===== src/rtl/adventure_game_fsm.sv =====
// adventure_game_fsm
// Text-adventure controller for the lab board. A room FSM walks a seven-room
// map one compass move per clock, and a one-bit sword flag records whether the
// player has visited the Secret Sword Stash. Entering the Dragon's Den resolves
// on the following edge to either the Victory Vault (sword held) or the
// Grievous Graveyard (no sword). Both end rooms are held until reset.
// Room indicators come straight from the one-hot state register, so every
// output is registered and changes only on a clock edge or on reset.

module adventure_game_fsm (
   input  logic clk,
   input  logic reset,
   input  logic n,
   input  logic s,
   input  logic e,
   input  logic w,
   output logic win,
   output logic d,
   output logic s0,
   output logic s1,
   output logic s2,
   output logic s3,
   output logic s4,
   output logic s5,
   output logic s6
);

   // One-hot room encoding: bit k drives LED sk directly.
   typedef enum logic [6:0] {
      CAVE   = 7'b000_0001,
      TUNNEL = 7'b000_0010,
      RIVER  = 7'b000_0100,
      STASH  = 7'b000_1000,
      DEN    = 7'b001_0000,
      GRAVE  = 7'b010_0000,
      VAULT  = 7'b100_0000
   } room_t;

   // Only the highest-priority asserted direction is ever acted upon.
   typedef enum logic [2:0] {
      MV_NONE,
      MV_N,
      MV_S,
      MV_E,
      MV_W
   } move_t;

   room_t       room;
   logic        sword;
   move_t       move;
   logic [6:0]  room_bits;

   // Resolve simultaneous direction inputs with priority n > s > e > w.
   always_comb begin
      move = MV_NONE;
      if (n)      move = MV_N;
      else if (s) move = MV_S;
      else if (e) move = MV_E;
      else if (w) move = MV_W;
   end

   // Room and sword state; the sword is latched on any edge spent in the Stash.
   always_ff @(posedge clk or posedge reset) begin
      if (reset) begin
         room  <= CAVE;
         sword <= 1'b0;
      end else begin
         if (room == STASH) begin
            sword <= 1'b1;
         end
         case (room)
            CAVE: begin
               if (move == MV_E) room <= TUNNEL;
            end
            TUNNEL: begin
               if (move == MV_W)      room <= CAVE;
               else if (move == MV_S) room <= RIVER;
            end
            RIVER: begin
               if (move == MV_N)      room <= TUNNEL;
               else if (move == MV_W) room <= STASH;
               else if (move == MV_E) room <= DEN;
            end
            STASH: begin
               if (move == MV_E) room <= RIVER;
            end
            // Den ignores directions; the outcome depends only on the sword.
            DEN: begin
               room <= sword ? VAULT : GRAVE;
            end
            GRAVE: room <= GRAVE;
            VAULT: room <= VAULT;
            // An illegal encoding can only arise from upset; restart the game.
            default: room <= CAVE;
         endcase
      end
   end

   assign room_bits = room;

   // Room indicators are the state bits; win/dead are decoded from the room only.
   always_comb begin
      s0  = room_bits[0];
      s1  = room_bits[1];
      s2  = room_bits[2];
      s3  = room_bits[3];
      s4  = room_bits[4];
      s5  = room_bits[5];
      s6  = room_bits[6];
      win = room_bits[6];
      d   = room_bits[5];
   end

endmodule


===== config.mk =====
export PLATFORM = sky130hd
export DESIGN_NAME = adventure_game_fsm
export DESIGN_NICKNAME = d
export VERILOG_FILES = /design/src/rtl/adventure_game_fsm.sv
export SDC_FILE = /design/constraint.sdc
export NUM_CORES = 1
export LEC_CHECK = 0
export CAP_MARGIN = 20
export CORE_AREA = 5 5 42 44
export DETAILED_ROUTE_END_ITERATION = 8
export DIE_AREA = 0 0 47 49
export PLACE_DENSITY = 0.7
export SLEW_MARGIN = 20
export SYNTH_ARGS = -nofsm -noshare
export SYNTH_HDL_FRONTEND = slang
export SYNTH_SLANG_ARGS = --single-unit

===== constraint.sdc =====
create_clock -name clk -period 3.78 [get_ports clk]
set_input_delay 1.134 -clock clk [delete_from_list [all_inputs] [get_ports clk]]
set_output_delay 1.134 -clock clk [all_outputs]
set_load 0.01 [all_outputs]

==> results <==
- The flow ran to the end, and the final reports show no timing, DRC or antenna violations.
- The synthesis-to-layout area growth is 30.5%.
- The clock tree from TritonCTS is built.
- The routed via count divided by cell count is ~5.7.
- For this run, design rule violations remaining after detail routing come to 0.
- Counting along the longest clock path gives a buffer depth of 2.
- Across the VDD grid, the largest voltage drop is 0.247 mV.
- The clock network latency to the later pin of the worst-skew pair is 0.25 ns.
- During I/O placement, the number of pins put on the boundary was 15.
- The count of standard-cell rows is 14.
- The number of distinct standard cells referenced by the synthesized netlist is 32.
- The worst register-to-register path has a setup slack of approximately 2.1 ns.
- Derived from the worst setup path, the maximum achievable clock frequency is roughly 370 MHz.
- The count of buffers inserted at the top-level ports is 14.
- The worst register-to-register path begins at room[4]$_DFFE_PP0P_.
- The number of nets handed over by synthesis was between 60 and 70.
- The proportion of layout cells with a drive suffix above 1 is 0.107.
- The post-layout minimum cycle time is 2.68 ns.
- The wire length of the first global-routing pass is approximately 1900 µm.
- Once detail routing completed, the nets flagged for antenna violations numbered 0.
- The startpoint identified for the worst hold timing path is sword$_DFFE_PP0N_.
- Dividing total power by cell area gives a power density of 258 nW/µm².
- The first-iteration detailed-routing DRC count is 8.
- The number of antenna cells inserted is 0.
- The synthesized netlist occupies a cell area of 546 µm².
- The share of the Yosys chip area taken by registers is 0.369.
- The routed length per placed instance is approximately 13 µm.
- The final layout contains approximately 80 nets.
- The number of cells on the worst reg-to-reg path is 4.
- By area the synthesized netlist is led by dfrtp_1 32%, dfstp_2 4.8%, nand2b_1 4.6%.
- The combined global-route utilization of all metal layers is 0.111.
- Across all setup checks in the final design, the least slack found is approximately 1.1 ns.
- STA classifies the critical path endpoint as a flop.
- The pin slew with the least headroom to its limit is 0.416 ns.
- Tracing the worst setup path back leads to its startpoint at n.
- Clock tree synthesis inserted a total of 3 buffers.
- The TritonCTS sink count is 8.
- The placed wire-length estimate is between 800 and 900 µm.
- In this run the mean area of a mapped cell was approximately 9.1 µm².
- The via count of the first global-routing pass is around 420.
- The library cell with the largest summed area after synthesis is dfrtp_1.
- The top-area cell type share of the netlist area is 0.321.
- The worst pin sits at a relative slew slack of 0.722.
- The analysis attributes to cell leakage a power of between 0.2 and 0.3 nW.
- Clock tree synthesis selected as its root buffer the cell clkbuf_4.
- The post-CTS setup repair buffer count is 0.
- The routed layout has 516 vias.
- The aggregate routed wire length is 1160 µm.
- Summing all placed instances gives a cell area of 686 µm².
- The final setup TNS is 0 ns.
- The arrival time of data at the critical path endpoint is about 2.8 ns.
- The total count of hold-check failures in the final report is 0.
- The largest net degree at the start of global routing is 9.
- At the worst endpoint, the required time is 3.91 ns.
- Before CTS, the worst setup slack after placement is between 0.8 and 0.9 ns.
- The synthesized design contains 8 register bits.
- The die area is ~2300 µm².
- In this run the worst path has a maximum fanout of 6.
- The final weighted congestion of routability-driven global placement is between 0.8 and 0.9.
- The final core utilization is 0.508.
- The max-slew violation count is 0.
- The worst setup path is of the in2reg kind.
- The starting utilization of the core area is 0.389.
- The count of synthesis-stage warnings from yosys is 0.
- The nature of the critical path startpoint is an input port.
- The total area inside the core boundary comes to 1400 µm².
- The initial antenna violation count came to 0.
- The max-capacitance violation count is 0.
- The number of cells on the worst hold path is 1.
- In the finished design, the share of the clock period the worst path needs comes to 0.710.
- Setup repair after global routing left no endpoint under its margin.
- The clock skew is between 0.0015 and 0.002 ns.
- The global-route congestion overflow total is 0.
- The class of the worst hold path is reg2reg.
- With fillers left out, the area of the finished cells amounts to between 700 and 800 µm².
- Setup violations remaining at the end of the flow were counted as 0.
- The floorplan step set the die height to 49 µm.
- After clock tree synthesis, the repair step resized 0 gates.
- The clock-pin slew on the worst setup and hold paths is around 0.05 ns.
- The cell count after synthesis is 60.
- The first detailed-routing pass took 4 iterations.
- The die is approximately 47 µm wide.
- The total number of H-tree levels is 1.
- The number of hold-repair buffers added at the cts stage is 0.
[cell usage after synthesis]
cell type / count
dfrtp_1: 7
nor2_1: 5
o21ai_0: 5
nand2b_1: 4
nor3_1: 4
nor2b_1: 3
nor3b_1: 3
o22ai_1: 3
buf_4: 2
inv_1: 2
a211oi_1: 1
a21oi_1: 1
a22o_1: 1
a32oi_1: 1
buf_2: 1
dfstp_2: 1
mux2_1: 1
mux2_2: 1
mux2i_1: 1
nand2_1: 1
nand3b_1: 1
nor4_2: 1
nor4b_1: 1
nor4bb_1: 1
o21bai_1: 1
o31ai_1: 1
or2_0: 1
or2_2: 1
or2b_1: 1
or4_1: 1
or4_4: 1
xor2_1: 1
[cell usage in the layout (no fill, tap or decap), types with 2 or more instances in the layout]
master	count
nor2_1	5
nand2b_1	4
nor2b_1	3
nor3_1	4
inv_1	2
o22ai_1	3
dfrtp_1	7
clkbuf_4	3
clkdlybuf4s50_1	14
nor3b_1	3
o21ai_0	5
[power breakdown]
part	switching, W	leakage (nW)	total, W	internal, W
Sequential	0.00000228	0.108	0.0000899	0.0000876
Combinational	0.0000115	0.146	0.0000254	0.0000139
Clock	0.0000278	0.0150	0.0000681	0.0000403
Total	0.0000416	0.269	0.000183	0.000142
[routing by layer]
layer  vias up  wire (µm)  global-route usage
met2        11        535               0.147
met1       252        557               0.156
met4         0          0              0.0138
met5         -          0                   0
li1        253          -                   -
met3         0         63              0.0701
[through the flow]
step,power (W),instances,hold slack (ns)
after floorplan,0.000104,60,0.467
after global routing,0.000197,91,0.532
after CTS,0.000187,91,0.512
final,0.000183,91,0.510
after global placement,0.000117,87,0.512
after detailed placement,0.000117,87,0.500
[final cells by class]
cell class                 instances  area [µm²]
tap                               16        20.0
fill                             146         689
clock buffer                       4        26.3
timing repair buffer              14         140
multi-input combinational         47         317
sequential                         8         201
inverter                           2        7.51
[logic make-up (layout without fill, tap and decap cells)]
kind of cell	Yosys count	after routing	synth area share
AOI/OAI and AO/OA	14	14	0.163
DFF	8	8	0.369
xor gates and xnor gates	1	1	0.0161
and+or+nand+nor	29	29	0.342
muxes	3	3	0.0596
buffers and inverters	5	20	0.0504
[worst max-delay path: stages]
cell	delay (ns)
clkdlybuf4s50_1	0.49
nor3b_1	0.42
o21ai_0	0.17
a32oi_1	0.25
mux2_1	0.34
[registers in the layout, summed over array words and instances (netlist names)]
register / cells
room: 7
sword: 1
[worst paths after layout]
kind,to
min in group asynchronous,room[4]$_DFFE_PP0P_
worst max register to register,room[2]$_DFFE_PP0P_
worst min register to register,sword$_DFFE_PP0N_
max in group asynchronous,room[0]$_DFFE_PP1P_
worst min-delay path,sword$_DFFE_PP0N_
worst max-delay path,room[2]$_DFFE_PP0P_
(Power assumes the default switching activity.)
